## src/rtl/uart_rx_fsm_if.sv

```systemverilog
// Receiver-side bundle: serial line and host acknowledge in, received word and status flags out.
// The receiver uses the slave modport; the host/driver side uses master.
interface uart_rx_fsm_if #(
  parameter int WORD_LENGTH = 8
);
  logic                   rx;
  logic                   clear_rx_flag;
  logic [WORD_LENGTH-1:0] rx_data;
  logic                   rx_flag;
  logic                   frame_error;
  logic                   overrun_error;

  modport master (
    output rx, clear_rx_flag,
    input  rx_data, rx_flag, frame_error, overrun_error
  );

  modport slave (
    input  rx, clear_rx_flag,
    output rx_data, rx_flag, frame_error, overrun_error
  );
endinterface

```

## src/rtl/uart_rx_fsm.sv

```systemverilog
// Oversampling UART receiver: synchronised line, mid-bit sampling, sticky word/overrun flags
// and a per-frame stop-bit check. Host handshake: rx_flag rises when a word lands in rx_data
// and stays high until clear_rx_flag is seen on a clock edge; a set in the same edge wins.
module uart_rx_fsm #(
  parameter int WORD_LENGTH = 8,
  parameter int SAMPLE_DIV  = 13,
  parameter int OVERSAMPLE  = 16
) (
  input  logic                clk,
  input  logic                reset,
  uart_rx_fsm_if.slave        bus,
  output logic [2:0]          dbg_state
);

  localparam int TICK_W = (SAMPLE_DIV > 1) ? $clog2(SAMPLE_DIV) : 1;
  localparam int SMP_W  = (OVERSAMPLE > 1) ? $clog2(OVERSAMPLE) : 1;
  localparam int BIT_W  = (WORD_LENGTH > 1) ? $clog2(WORD_LENGTH) : 1;

  localparam logic [TICK_W-1:0] TICK_LAST = TICK_W'(SAMPLE_DIV - 1);
  localparam logic [SMP_W-1:0]  HALF_LAST = SMP_W'(OVERSAMPLE / 2 - 1);
  localparam logic [SMP_W-1:0]  FULL_LAST = SMP_W'(OVERSAMPLE - 1);
  localparam logic [BIT_W-1:0]  BIT_LAST  = BIT_W'(WORD_LENGTH - 1);

  typedef enum logic [2:0] {
    IDLE  = 3'd0,
    START = 3'd1,
    DATA  = 3'd2,
    STOP  = 3'd3,
    DONE  = 3'd4
  } state_t;

  state_t                 state_q, state_d;
  logic                   rx_meta_q, rx_meta_d;
  logic                   rx_s_q, rx_s_d;
  logic                   rx_prev_q, rx_prev_d;
  logic [TICK_W-1:0]      tick_cnt_q, tick_cnt_d;
  logic [SMP_W-1:0]       sample_cnt_q, sample_cnt_d;
  logic [BIT_W-1:0]       bit_cnt_q, bit_cnt_d;
  logic [WORD_LENGTH-1:0] shift_q, shift_d;
  logic                   stop_ok_q, stop_ok_d;
  logic [WORD_LENGTH-1:0] rx_data_q, rx_data_d;
  logic                   rx_flag_q, rx_flag_d;
  logic                   frame_error_q, frame_error_d;
  logic                   overrun_q, overrun_d;
  logic                   tick;
  logic [WORD_LENGTH:0]   shift_ext;

  always_comb begin
    state_d       = state_q;
    rx_meta_d     = bus.rx;
    rx_s_d        = rx_meta_q;
    rx_prev_d     = rx_s_q;
    sample_cnt_d  = sample_cnt_q;
    bit_cnt_d     = bit_cnt_q;
    shift_d       = shift_q;
    stop_ok_d     = stop_ok_q;
    rx_data_d     = rx_data_q;
    rx_flag_d     = rx_flag_q;
    frame_error_d = frame_error_q;
    overrun_d     = overrun_q;
    shift_ext     = {rx_s_q, shift_q};

    tick = (state_q != IDLE) && (tick_cnt_q == TICK_LAST);
    if (state_q == IDLE || tick) tick_cnt_d = '0;
    else                         tick_cnt_d = tick_cnt_q + TICK_W'(1);

    // Host acknowledge; the DONE branch below overrides it when a word lands this clock.
    if (bus.clear_rx_flag) begin
      rx_flag_d = 1'b0;
      overrun_d = 1'b0;
    end

    case (state_q)
      IDLE: begin
        if (rx_prev_q && !rx_s_q) begin
          state_d      = START;
          sample_cnt_d = '0;
          bit_cnt_d    = '0;
        end
      end
      START: begin
        if (tick) begin
          if (sample_cnt_q == HALF_LAST) begin
            sample_cnt_d = '0;
            state_d      = rx_s_q ? IDLE : DATA;
          end else begin
            sample_cnt_d = sample_cnt_q + SMP_W'(1);
          end
        end
      end
      DATA: begin
        if (tick) begin
          if (sample_cnt_q == FULL_LAST) begin
            sample_cnt_d = '0;
            shift_d      = shift_ext[WORD_LENGTH:1];
            bit_cnt_d    = bit_cnt_q + BIT_W'(1);
            if (bit_cnt_q == BIT_LAST) state_d = STOP;
          end else begin
            sample_cnt_d = sample_cnt_q + SMP_W'(1);
          end
        end
      end
      STOP: begin
        if (tick) begin
          if (sample_cnt_q == FULL_LAST) begin
            sample_cnt_d  = '0;
            frame_error_d = ~rx_s_q;
            stop_ok_d     = rx_s_q;
            state_d       = DONE;
          end else begin
            sample_cnt_d = sample_cnt_q + SMP_W'(1);
          end
        end
      end
      DONE: begin
        // A bad stop bit still publishes the word but never counts as a new arrival.
        rx_data_d = shift_q;
        if (stop_ok_q) begin
          rx_flag_d = 1'b1;
          if (rx_flag_q) overrun_d = 1'b1;
        end
        state_d = IDLE;
      end
      default: state_d = IDLE;
    endcase
  end

  always_ff @(posedge clk or negedge reset) begin
    if (!reset) begin
      state_q       <= IDLE;
      rx_meta_q     <= 1'b1;
      rx_s_q        <= 1'b1;
      rx_prev_q     <= 1'b1;
      tick_cnt_q    <= '0;
      sample_cnt_q  <= '0;
      bit_cnt_q     <= '0;
      shift_q       <= '0;
      stop_ok_q     <= 1'b0;
      rx_data_q     <= '0;
      rx_flag_q     <= 1'b0;
      frame_error_q <= 1'b0;
      overrun_q     <= 1'b0;
    end else begin
      state_q       <= state_d;
      rx_meta_q     <= rx_meta_d;
      rx_s_q        <= rx_s_d;
      rx_prev_q     <= rx_prev_d;
      tick_cnt_q    <= tick_cnt_d;
      sample_cnt_q  <= sample_cnt_d;
      bit_cnt_q     <= bit_cnt_d;
      shift_q       <= shift_d;
      stop_ok_q     <= stop_ok_d;
      rx_data_q     <= rx_data_d;
      rx_flag_q     <= rx_flag_d;
      frame_error_q <= frame_error_d;
      overrun_q     <= overrun_d;
    end
  end

  assign bus.rx_data       = rx_data_q;
  assign bus.rx_flag       = rx_flag_q;
  assign bus.frame_error   = frame_error_q;
  assign bus.overrun_error = overrun_q;
  assign dbg_state         = state_q;

endmodule

```

## src/flat_wrapper.sv

```systemverilog
// flat-port wrapper written by rule: the top's interface ports become plain ports
module uart_rx_fsm_flat 
#(
  parameter int WORD_LENGTH = 8,
  parameter int SAMPLE_DIV  = 13,
  parameter int OVERSAMPLE  = 16
)
  (clk, reset, dbg_state, bus_rx, bus_clear_rx_flag, bus_rx_data, bus_rx_flag, bus_frame_error, bus_overrun_error);
  uart_rx_fsm_if #(.WORD_LENGTH(WORD_LENGTH)) bus_i ();
  input  logic clk;
  input  logic reset;
  output logic [2:0] dbg_state;
  input wire logic [$bits(bus_i.rx)-1:0] bus_rx;
  input wire logic [$bits(bus_i.clear_rx_flag)-1:0] bus_clear_rx_flag;
  output wire logic [$bits(bus_i.rx_data)-1:0] bus_rx_data;
  output wire logic [$bits(bus_i.rx_flag)-1:0] bus_rx_flag;
  output wire logic [$bits(bus_i.frame_error)-1:0] bus_frame_error;
  output wire logic [$bits(bus_i.overrun_error)-1:0] bus_overrun_error;
  assign bus_i.rx = bus_rx;
  assign bus_i.clear_rx_flag = bus_clear_rx_flag;
  assign bus_rx_data = bus_i.rx_data;
  assign bus_rx_flag = bus_i.rx_flag;
  assign bus_frame_error = bus_i.frame_error;
  assign bus_overrun_error = bus_i.overrun_error;
  uart_rx_fsm #(.WORD_LENGTH(WORD_LENGTH), .SAMPLE_DIV(SAMPLE_DIV), .OVERSAMPLE(OVERSAMPLE)) u_core (.clk(clk), .reset(reset), .bus(bus_i), .dbg_state(dbg_state));
endmodule
```

## config.mk

```make
export PLATFORM = sky130hd
export DESIGN_NAME = uart_rx_fsm_flat
export DESIGN_NICKNAME = d
export VERILOG_FILES = /design/src/rtl/uart_rx_fsm_if.sv /design/src/rtl/uart_rx_fsm.sv /design/src/flat_wrapper.sv
export SDC_FILE = /design/constraint.sdc
export NUM_CORES = 1
export LEC_CHECK = 0
export BUFFER_PORTS_ARGS = -buffer_cell sky130_fd_sc_hd__buf_4
export CAP_MARGIN = 20
export CORE_MARGIN = 2
export CORE_UTILIZATION = 58
export DETAILED_ROUTE_END_ITERATION = 7
export GPL_TIMING_DRIVEN = 0
export PLACE_DENSITY = 0.83
export SLEW_MARGIN = 0
export SYNTH_ARGS = -nofsm -noshare
export SYNTH_HDL_FRONTEND = slang
export SYNTH_SLANG_ARGS = --single-unit
```

## constraint.sdc

```tcl
create_clock -name clk -period 2.7 [get_ports clk]
set_clock_uncertainty 0.1 [all_clocks]
set_input_delay 0.27 -clock clk [delete_from_list [all_inputs] [get_ports clk]]
set_output_delay 0.27 -clock clk [all_outputs]
set_load 0.02 [all_outputs]
```

======== After elaboration in Yosys (flattened, before gate mapping) ========
Index checks and enable logic that the tools add are counted.
cells by class
  add/sub/neg operators ................... 3
  eq/ne operators ......................... 17
  multiplexer cells ....................... 28
  bitwise operators ....................... 1
  reduce and logical (&&, ||, !) cells .... 14
operators by type and width
  operator               number
  $mux W3                11
  $mux W4                6
  $ne A2 B1 Y1 const B   8
  $pmux W3 S4            1
  $pmux W4 S3            1
  $add A4 B1 Y4 const B  2
  $eq A4 B4 Y1 const B   2
  $reduce_and A4 Y1      2
  $reduce_and A8 Y1      1
  $mux W1                7
  $eq A3 B2 Y1 const B   2
  $eq A3 B3 Y1 const B   2
  $pmux W3 S2            1
  $reduce_and A3 Y1      2
  $reduce_bool A3 Y1     2
  $eq A4 B3 Y1 const B   1
  $add A3 B1 Y3 const B  1
  $eq A3 B1 Y1 const B   1
  $logic_not A3 Y1       1
  $logic_and A1 B1 Y1    2
  $mux W2                1
  $ne A2 B2 Y1 const B   1
  $reduce_bool A2 Y1     1
  $reduce_or A2 Y1       1
  3 further kinds        3
word-level totals
  flip-flop bits (word level) ............. 37
  input port bits ......................... 4
  output and inout bits ................... 14
  word-level logic and storage cells ...... 76

======== Depth between registers and ports, before layout ========
  depth after elaboration ................. 5
  gate-level depth with buffers ........... 7

======== Worst setup path before layout ========
OpenSTA, ideal clock, no wires.
  path type ............................... register to register
  start point ............................. register u_core.tick_cnt_q[0]
  end point ............................... register u_core.shift_q[0]
  data arrival time ....................... 1.571 ns
  setup slack ............................. 0.905 ns
  stages on the path, launching flop included .. 8
  buffers on the path ..................... 2
  clock period less this slack ............ 1.795 ns
  cell sequence ........................... dfrtp_1 inv_1 ha_1 and3_1 buf_6 and4b_4 buf_12 mux2_2
between the ends
  cells in the longest elaborated chain, start to end .. 3
ends and longest elaborated chain
  item                         RTL line            source
  start: declaration           uart_rx_fsm.sv:36   logic [TICK_W-1:0] tick_cnt_q, tick_cnt_d;
  start signal: assignment     uart_rx_fsm.sv:148  tick_cnt_q <= tick_cnt_d;
  $eq A4 B4 Y1                 uart_rx_fsm.sv:63   tick = (state_q != IDLE) && (tick_cnt_q == TICK_LAST);
  $logic_and A1 B1 Y1          uart_rx_fsm.sv:63
  $reduce_and A3 Y1 (no line)  n/a
  end signal: assignment       uart_rx_fsm.sv:151  shift_q <= shift_d;
  end: declaration             uart_rx_fsm.sv:39   logic [WORD_LENGTH-1:0] shift_q, shift_d;
No other way between the ends.
A chain may end at the register's enable or synchronous reset.

======== Final worst setup path ========
Same ends and word-level chain as after synthesis.

==> flow_summary.toml <==
[setup_path]
startpoint = "u_core.tick_cnt_q[0]"
crit_end = "u_core.shift_q[0]"
worst_path_max_delay_cell = "dfrtp_1"
path_buf_inv = 3
crit_path_start_kind = "flip-flop"
worstPathArrival_ns = 2.04
r2r_cells = 7
crit_fanout = 10
worstPathRequired_ns = 2.84
rr_endpoint = "u_core.shift_q[0]"
timing.rr.start = "u_core.tick_cnt_q[0]"
max_stage_delay_ns = 0.42
path_class = "reg2reg"
path_cells = "inv_1 -> ha_1 -> and3_1 -> buf_6 -> and4b_4 -> buf_12 -> mux2_2"
worstSetupEndpointType = "flip-flop"
worstSetupPathDepth = 7
cp_top_family = "simple AND/OR/NAND/NOR gates"
r2r_slack_ns = 0.80

[routing]
dr_total_vias = 1091
routed_wl_um = 2920
drc = 0
antenna_left = 0
wl_per_cell_um = 15.5
drt_iter0_drc = 27
via_per_inst = 5.80
dr.pass1.iters = 4

[timing]
finalCriticalPeriod_ns = 1.90
setup_tns_ns = 0
setup_ws_ns = 0.801
hold_slack_ns = 0.253
maxSlewViolCount = 0
finalHoldViolCount = 0
rsz0062_at_grt = "false"
fin_crit_sh = 0.703
slew_headroom = 0.644
setup_viol = 0
tightestPinTransition_ns = 0.533
fmax_mhz = 526

[outcome]
status = "finished clean"

[floorplanning]
die_y_um = 58.0
fp-row-count = 19
die_w_um = 58.0
start_util = 0.613
die-area_sq_mm = 0.00336
core-area_sq_mm = 0.00276
io_pins = 18

[yosys]
synth_nets = 138
synthCells = 129
ys_seq_area_frac = 0.550
synth_cell_types = 38
synth.most_common_cell = "dfrtp_1"
synth_edf_count = 0
yosysWarnings = 0
yosysTopAreaCell = "dfrtp_1"
synthFlopType = "dfrtp_1"
avgSynthCellArea_sq_um = 13.1
ys_ff_latch = 37
async_flop_share = 1.00
synth_top_area_frac = 0.503
synth_area_leaders = "dfrtp_1 (50%), mux2_2 (8.0%), dfstp_2 (4.7%)"
syn_area_sq_mm = 0.00169
synth.top_cells.by_count = "dfrtp_1 (34), inv_1 (12), mux2_2 (12)"

[cells_and_area]
fin_util = 0.717
fin_area_sq_mm = 0.00198
layout.cells.non_filler = 188
nets = 165
seqCellArea_sq_um = 930
n_fill_cell = 186
multi_input_area_sq_um = 669
layout-drive-gt1-share = 0.350
area_growth_pct = 16.9
antenna_cells = 0

[global_route]
grt_pass1_vias = 1075
grt_pass1_wl_um = 5030
track_usage = 0.205
antenna_found_initial = 0
grt_max_degree = 38
gr-total-overflow = 0

[power_and_ir_drop]
p_per_area_mw_per_mm2 = 625
static-leakage-power_nw = 0.955
ir_worst_vdd_mv = 0.545
p_total_mw = 1.23

[place]
post_dp_cell_area_sq_mm = 0.00186
dp_hpwl_um = 2060
portBuffers = 17
placed_cells = 177
pre_cts_ws_ns = 0.796
place_congestion = 0.803

[clock_tree]
cts_sinks = 37
clk_latency_ns = 0.34
cts_buffer_depth = 2
cts_setup_buffers = 0
cts_root_buf = "clkbuf_4"
htreeDepth = 2
tritoncts.num_buffers = 5
path_clk_slew_ns = 0.11
cts_tree = "built"

[flow_run]
cap_viol_max_count = 0

[hold_path]
hp-class = "reg2reg"
-- placed cells by master, fill, tap and decap left out, types with 5 or more instances in the layout --
cell type,instances
dfrtp_1,34
buf_4,17
inv_1,12
mux2_2,12
o21ai_0,5
mux2i_1,5
mux2_4,5
ha_1,5
clkbuf_4,5
-- routing by layer --
| metal | global-route usage | vias up | share of wire |
|---|---|---|---|
| met5 | 0 | - | 0 |
| met4 | 0.103 | 0 | 0.021 |
| met3 | 0.0670 | 6 | 0.040 |
| met2 | 0.320 | 25 | 0.51 |
| met1 | 0.259 | 548 | 0.43 |
| li1 | - | 512 | - |
-- worst reg2reg max path, stage by stage, from the launching register on --
cell	delay, ns
dfrtp_1	0.42
inv_1	0.07
ha_1	0.17
and3_1	0.17
buf_6	0.12
and4b_4	0.26
buf_12	0.15
mux2_2	0.34
-- layout make-up --
cell class / count / share of cell area
clock buffer: 6 / 0.0259
timing repair buffer: 20 / 0.0797
clock inverter: 2 / 0.0190
multi-input combinational: 76 / 0.339
buffer: 4 / 0.0241
sequential: 37 / 0.470
inverter: 12 / 0.0228
tap: 31 / 0.0196
-- sequential cells by signal, indices dropped and copies added (netlist names), 3 cells and up --
register / flops
u_core.dbg_state: 3
u_core.sample_cnt_q: 4
u_core.shift_q: 8
u_core.tick_cnt_q: 4
u_core.bit_cnt_q: 3
u_core.bus.rx_data: 8
-- report_power, final --
part           switching, mW  internal (mW)
combinational         0.0911         0.0807
sequential            0.0512          0.607
clock                  0.185          0.220
-- what timing repair did --
action	in CTS	in global routing
endpoints found under the hold margin	37	0
hold buffers	3	0
gates resized for setup	0	0
-- how the worst min path moves through the flow --
stage,from,endpoint,cells after the start
2_1_floorplan,reset,u_core.bit_cnt_q[0],0
3_3_place_gp,reset,u_core.sample_cnt_q[0],1
3_5_place_dp,reset,u_core.sample_cnt_q[0],1
4_1_cts,u_core.rx_meta_q,u_core.rx_prev_d,0
5_1_grt,u_core.rx_meta_q,u_core.rx_prev_d,0
6_report,u_core.rx_meta_q,u_core.rx_prev_d,0
-- logic make-up (layout without fill, tap and decap cells) --
kind of cell               Yosys count  in the layout  synth area share
adders and majority gates            5              5            0.0370
AOI/OAI and AO/OA                   20             20            0.0851
buffers and inverters               16             44            0.0547
DFF                                 37             37             0.550
muxes                               22             22             0.154
xor gates and xnor gates             3              3            0.0155
and+or+nand+nor                     26             26             0.104
(Power assumes the default switching activity.)
